==> config.mk <==
export PLATFORM = sky130hd
export DESIGN_NAME = terrain_scroller_flat
export DESIGN_NICKNAME = d
export VERILOG_FILES = /design/src/rtl/terrain_scroller_if.sv /design/src/rtl/terrain_scroller.sv /design/src/flat_wrapper.sv
export SDC_FILE = /design/constraint.sdc
export NUM_CORES = 1
export LEC_CHECK = 0
export BUFFER_PORTS_ARGS = -buffer_cell sky130_fd_sc_hd__buf_4
export CAP_MARGIN = 20
export CORE_ASPECT_RATIO = 1.1
export CORE_MARGIN = 3
export CORE_UTILIZATION = 34
export DETAILED_ROUTE_END_ITERATION = 10
export HOLD_SLACK_MARGIN = 0.12
export PLACE_DENSITY = 0.54
export SLEW_MARGIN = 20
export SYNTH_ARGS = -nofsm -noshare
export SYNTH_HDL_FRONTEND = slang
export SYNTH_SLANG_ARGS = --single-unit
export TNS_END_PERCENT = 5
==> constraint.sdc <==
create_clock -name clk -period 24.9 [get_ports clk]
set_input_delay 1.245 -clock clk [delete_from_list [all_inputs] [get_ports clk]]
set_output_delay 1.245 -clock clk [all_outputs]
set_load 0.005 [all_outputs]
==> src/rtl/terrain_scroller_if.sv <==
// -----------------------------------------------------------------------------
// terrain_scroller_if
// Groups the scroll control and the ground-line outputs of one terrain lane.
//   enable_board : scroll enable driven by the game controller (master)
//   line_o       : WIDTH-bit ground bitmap, bit 0 = leftmost column
//   new_col      : value of the column most recently shifted in
//   distance     : saturating count of columns scrolled since reset
// master = game/controller side, slave = terrain_scroller.
// -----------------------------------------------------------------------------
interface terrain_scroller_if #(
  parameter int WIDTH = 640
);
  logic             enable_board;
  logic [WIDTH-1:0] line_o;
  logic             new_col;
  logic [15:0]      distance;

  modport master (
    output enable_board,
    input  line_o,
    input  new_col,
    input  distance
  );

  modport slave (
    input  enable_board,
    output line_o,
    output new_col,
    output distance
  );
endinterface

==> src/rtl/terrain_scroller.sv <==
// -----------------------------------------------------------------------------
// terrain_scroller
// Produces one scrolling ground line. Every enabled tick the line moves one
// column toward x=0 and a new column enters at x=WIDTH-1. New columns come
// from an alternating solid-segment / gap generator whose run lengths are
// drawn from a seeded 16-bit Galois LFSR.
// Ports:
//   clk   : game tick clock
//   reset : asynchronous, active-high reset
//   bus   : terrain_scroller_if slave (enable_board in; line_o, new_col,
//           distance out, all registered)
// -----------------------------------------------------------------------------
module terrain_scroller #(
  parameter int          WIDTH    = 640,
  parameter logic [15:0] SEED     = 16'h0001,
  parameter int          INIT_SEG = 64,
  parameter int          MIN_SEG  = 24,
  parameter int          SEG_SPAN = 32,
  parameter int          MIN_GAP  = 8,
  parameter int          GAP_SPAN = 16
) (
  input  logic              clk,
  input  logic              reset,
  terrain_scroller_if.slave bus
);

  // A zero seed would lock the LFSR, so it is swapped for a known-good value.
  localparam logic [15:0] LP_SEED     = (SEED == 16'h0000) ? 16'hACE1 : SEED;
  localparam logic [15:0] LP_TAPS     = 16'hB400;
  localparam logic [7:0]  LP_INIT     = 8'(INIT_SEG);
  localparam logic [7:0]  LP_MIN_SEG  = 8'(MIN_SEG);
  localparam logic [7:0]  LP_MIN_GAP  = 8'(MIN_GAP);
  localparam logic [7:0]  LP_SEG_MASK = 8'(SEG_SPAN - 1);
  localparam logic [7:0]  LP_GAP_MASK = 8'(GAP_SPAN - 1);

  // Parameter legality: every run must fit the 8-bit counter and be non-empty.
  if (INIT_SEG < 1 || INIT_SEG > 255) begin : g_bad_init_seg
    $error("terrain_scroller: INIT_SEG must be within 1..255");
  end
  if (MIN_SEG < 1 || SEG_SPAN < 1 || (MIN_SEG + SEG_SPAN - 1) > 255) begin : g_bad_seg
    $error("terrain_scroller: need MIN_SEG>=1, SEG_SPAN>=1, MIN_SEG+SEG_SPAN-1<=255");
  end
  if (MIN_GAP < 1 || GAP_SPAN < 1 || (MIN_GAP + GAP_SPAN - 1) > 255) begin : g_bad_gap
    $error("terrain_scroller: need MIN_GAP>=1, GAP_SPAN>=1, MIN_GAP+GAP_SPAN-1<=255");
  end
  if ((SEG_SPAN & (SEG_SPAN - 1)) != 0) begin : g_bad_seg_span
    $error("terrain_scroller: SEG_SPAN must be a power of two");
  end
  if ((GAP_SPAN & (GAP_SPAN - 1)) != 0) begin : g_bad_gap_span
    $error("terrain_scroller: GAP_SPAN must be a power of two");
  end

  typedef enum logic {
    ST_GAP = 1'b0,
    ST_SEG = 1'b1
  } state_t;

  // One Galois right-shift step; the tap mask folds in when bit 0 shifts out.
  function automatic logic [15:0] lfsr_step(input logic [15:0] v);
    lfsr_step = {1'b0, v[15:1]} ^ (v[0] ? LP_TAPS : 16'h0000);
  endfunction

  state_t           r_state;
  logic [7:0]       r_remain;
  logic [15:0]      r_lfsr;
  logic [WIDTH-1:0] r_line;
  logic             r_new_col;
  logic [15:0]      r_distance;

  logic             w_col;
  logic [7:0]       w_next_len;

  // Column value for this tick and the length of the run that follows it.
  always_comb begin
    w_col      = 1'b1;
    w_next_len = LP_MIN_SEG;
    case (r_state)
      ST_SEG: begin
        w_col      = 1'b1;
        // Leaving a segment: the next run is a gap.
        w_next_len = LP_MIN_GAP + (r_lfsr[7:0] & LP_GAP_MASK);
      end
      ST_GAP: begin
        w_col      = 1'b0;
        w_next_len = LP_MIN_SEG + (r_lfsr[7:0] & LP_SEG_MASK);
      end
      default: begin
        w_col      = 1'b1;
        w_next_len = LP_MIN_SEG;
      end
    endcase
  end

  // Run-length FSM, LFSR, line shifter and distance counter; all hold when
  // the board is not enabled.
  always_ff @(posedge clk or posedge reset) begin
    if (reset) begin
      r_state    <= ST_SEG;
      r_remain   <= LP_INIT;
      r_lfsr     <= LP_SEED;
      r_line     <= {WIDTH{1'b1}};
      r_new_col  <= 1'b1;
      r_distance <= 16'h0000;
    end else if (bus.enable_board) begin
      r_line    <= {w_col, r_line[WIDTH-1:1]};
      r_new_col <= w_col;
      if (r_distance != 16'hFFFF) begin
        r_distance <= r_distance + 16'h0001;
      end
      // The last column of a run switches the run type and draws its length.
      if (r_remain == 8'd1) begin
        case (r_state)
          ST_SEG:  r_state <= ST_GAP;
          ST_GAP:  r_state <= ST_SEG;
          default: r_state <= ST_SEG;
        endcase
        r_remain <= w_next_len;
        r_lfsr   <= lfsr_step(r_lfsr);
      end else begin
        r_remain <= r_remain - 8'd1;
      end
    end
  end

  assign bus.line_o   = r_line;
  assign bus.new_col  = r_new_col;
  assign bus.distance = r_distance;

endmodule

==> src/flat_wrapper.sv <==
// flat-port wrapper written by rule: the top's interface ports become plain ports
module terrain_scroller_flat 
#(
  parameter int          WIDTH    = 640,
  parameter logic [15:0] SEED     = 16'h0001,
  parameter int          INIT_SEG = 64,
  parameter int          MIN_SEG  = 24,
  parameter int          SEG_SPAN = 32,
  parameter int          MIN_GAP  = 8,
  parameter int          GAP_SPAN = 16
)
  (clk, reset, bus_enable_board, bus_line_o, bus_new_col, bus_distance);
  terrain_scroller_if #(.WIDTH(WIDTH)) bus_i ();
  input  logic clk;
  input  logic reset;
  input wire logic [$bits(bus_i.enable_board)-1:0] bus_enable_board;
  output wire logic [$bits(bus_i.line_o)-1:0] bus_line_o;
  output wire logic [$bits(bus_i.new_col)-1:0] bus_new_col;
  output wire logic [$bits(bus_i.distance)-1:0] bus_distance;
  assign bus_i.enable_board = bus_enable_board;
  assign bus_line_o = bus_i.line_o;
  assign bus_new_col = bus_i.new_col;
  assign bus_distance = bus_i.distance;
  terrain_scroller #(.WIDTH(WIDTH), .SEED(SEED), .INIT_SEG(INIT_SEG), .MIN_SEG(MIN_SEG), .SEG_SPAN(SEG_SPAN), .MIN_GAP(MIN_GAP), .GAP_SPAN(GAP_SPAN)) u_core (.clk(clk), .reset(reset), .bus(bus_i));
endmodule
==> results by group <==
Outcome
  – Status: finished, final reports clean

Synth
  – Post-synthesis compound-gate area fraction: 0.451%
  – Mapped Nets: 1,528
  – YS warnings: 0
  – Seq cells post-synth: 681
  – Synth Area in XOR/XNOR: 0.665%
  – Mapped cell area: 0.0263 mm^2
  – Syn avg cell area: 17.3 um^2
  – Mux share of post-synthesis cell area: 28.0%
  – Mapped Cells: 1,521
  – Synth Area in Simple Gates: 1.38%
  – Number of library cell types mapped by synthesis: 39
  – Post-synthesis adder-cell area fraction: 0.190%
  – Number of flops mapped to enable cells by yosys: 0
  – Largest family of logic cells by synthesized area: multiplexers
  – Post-synth ARST share: 100%
  – Top_reg_cell synth: dfstp_2
  – Sequential element share of the synthesized area: 67.8%

Routing
  – DR vias/cell: 4.63
  – Via count: 15,100
  – Per-cell routed wire length: 20.2 um
  – Antenna Violating Nets Remaining: 0
  – Detailed Routing Iterations Pass 1: 4
  – Initial DRC count: 691
  – Routed WL: 66,000 um
  – Drc violations: 0

Critical path
  – CP arrival: 5100 ps
  – R2R Path Start: u_core.r_remain[1]$_DFFE_PP0P_
  – Crit-path slowest cell: buf_4
  – Critical Path Sink Type: async pin
  – Reg2Reg Depth: 6
  – R2r setup slk: 22,860 ps
  – RR Endpoint: u_core.r_remain[4]$_DFFE_PP0P_
  – Critical Path, Cell by Cell: buf_4, inv_8, buf_4, buf_4, buf_4, buf_4
  – CP delay by family, top: buffers and inverters
  – Req. time, crit path: 25,590 ps
  – Worst Path Buf+Inv: 6
  – Startpoint class of the critical path: input port
  – Largest fanout on the critical path: 117
  – Kind of critical path: in2async
  – Crit-path max cell delay: 870 ps
  – Most frequent CP cell: buf_4

Timing
  – Fin Hold WS: 490 ps
  – Slew Viols, Final: 0
  – RSZ-0062 raised after global routing: no
  – Final min period: 4420 ps
  – Relative max-transition margin: 15.5%
  – Fmax: 226 MHz
  – Endpoints failing hold: 0
  – Clk_skew: 31.3 ps
  – Tcrit/Tclk final: 17.7%
  – Final Setup Violations: 0
  – Final TNS setup: 0 ps
  – Worst-Margin Slew: 1270 ps

Global routing
  – Largest net degree at the start of global routing: 184
  – Initial antenna violation count: 0
  – First-pass GRT wire length: 100,000 um
  – GRT Overall Usage: 15.8%
  – Number of global-route vias before repair: 15,800
  – GRT overflow: 0

Finish
  – Share of cells above drive strength 1: 92.7%
  – FILL cells: 6,883
  – NumNets Final: 2,201
  – Commonest non-fill, non-tap cell in the layout: buf_4
  – Layout area overhead: 31.9%
  – Final core utilization: 45.5%
  – Most frequent cells in the layout: buf_4, mux2_2, dfstp_2
  – N_diodes: 0

Pwr
  – Comb pwr share: 6.6%
  – Internal power: 1.86 mW
  – Leakage: 15.9 nW
  – Pwr dens: 69.5 mW/mm^2
  – Clock share of power: 44.3%
  – Final Power: 2.41 mW
  – Net load switching power: 554 uW
  – Peak supply drop: 0.0000476 V
  – Net Sw Frac: 22.9%
  – Sequential share of power: 49.1%

Clocking
  – Post-cts sizing count: 0
  – Sink Count: 681
  – Hold_buf cts: 0
  – Clock-pin transition on the worst setup and hold timing paths: 60 ps
  – CTS tree: yes
  – Max Buffers Root-to-Sink: 3
  – H-tree levels: 3
  – Clk Latency, worst-skew pair: 600 ps
  – Postcts setup bufs: 0
  – Num CTS Buffers: 76
  – Clock root cell: clkbuf_16

Placed design
  – Port-buffer cells: 659
  – RD Place Congestion: 0.783
  – Post-DP HPWL: 46,600 um

Min path
  – Min-Delay Endpoint: u_core.r_lfsr[10]$_DFFE_PP0P_
  – Min-delay src: u_core.r_lfsr[10]$_DFFE_PP0P_
  – HP Class: reg2reg
  – Hold Path Stages: 2

Floorplan
  – Initial core utilization: 34.5%
  – Rows: 106
  – Core area: 0.0764 mm^2
  – Die H: 298 um
  – Die footprint: 0.0808 mm^2
  – DIE WIDTH: 271 um
  – IO Pins: 660

Flow run
  – Max-Cap Viols: 0
cell families after synthesis:
kind of cell	Yosys count
and+or+nand+nor	58
buffers and inverters	84
AOI/OAI and AO/OA	21
xor gates and xnor gates	20
adders and majority gates	4
DFF	681
muxes	653
flip-flops by register name, indices dropped and copies added (netlist names):
| signal | flops |
|---|---|
| u_core.bus.distance | 16 |
| u_core.bus.line_o | 639 |
| u_core.bus.new_col | 1 |
| u_core.r_lfsr | 16 |
| u_core.r_remain | 8 |
| u_core.r_state | 1 |
power by group through the flow:
stage	Sequential [mW]	Clock (mW)	Combinational, mW
final	1.19	1.07	0.159
after CTS	1.19	1.11	0.164
after detailed placement	1.20	0	0.163
after floorplan	1.19	0	0.0916
after global placement	1.20	0	0.161
after global routing	1.19	1.16	0.175
per-layer routing:
layer  part of all wire [%]  GRT usage, %
met4                    3.0          5.46
met2                     53          28.7
met1                     38          17.8
met3                    6.2          4.35
met5                      0             0
layout make-up:
cell class	instances	area, um^2	share of cell area (%)
clock inverter	16	153	0.439
tap	1026	1280	3.70
multi-input combinational	756	8070	23.2
sequential	681	17800	51.4
clock buffer	113	2240	6.46
inverter	7	33.8	0.0972
timing repair buffer	672	5110	14.7
stage by stage:
stage / instances / cell area (um^2) / worst slack, ps
2_1_floorplan: 1521 / 26300 / 5630
3_3_place_gp: 3141 / 32300 / 19840
3_5_place_dp: 3141 / 32300 / 19690
4_1_cts: 3270 / 34700 / 20350
5_1_grt: 3271 / 34700 / 19960
6_report: 3271 / 34700 / 20480
how the worst max path moves through the flow:
stage,startpoint,end,slack [ps],cells after the start
floorplan,reset,u_core.bus.distance[0]$_DFFE_PP0P_,5630,1
global placement,reset,u_core.bus.line_o[100]$_DFFE_PP1P_,19840,6
detailed placement,reset,u_core.bus.line_o[99]$_DFFE_PP1P_,19690,6
CTS,reset,u_core.bus.line_o[99]$_DFFE_PP1P_,20350,6
global route,reset,u_core.bus.line_o[605]$_DFFE_PP1P_,19960,6
finish,reset,u_core.bus.line_o[99]$_DFFE_PP1P_,20480,6
Yosys cell counts, types with 2 or more instances:
cell,count,area [um^2]
mux2_2,648,7300
dfstp_2,643,16900
buf_2,72,360
dfrtp_1,38,951
nor2_1,13,48.8
nand2_1,11,41.3
xnor2_1,10,87.6
xor2_1,10,87.6
a21oi_1,9,45.0
inv_1,7,26.3
o21ai_0,7,35.0
ha_1,4,50.1
nand3_1,4,20.0
nand4_1,4,25.0
nor3_1,4,20.0
and2_1,3,18.8
mux2_4,3,45.0
nor4_1,3,18.8
nor4b_1,3,26.3
and3_1,2,12.5
buf_4,2,15.0
clkbuf_1,2,7.51
nand2b_1,2,12.5
nor3b_1,2,15.0
tightest hold or removal path, stage by stage (launching register included):
cell	delay [ps]
dfrtp_1	340
nand2_1	50
o21ai_0	60
Note: power is estimated with default switching activity, not from simulation.
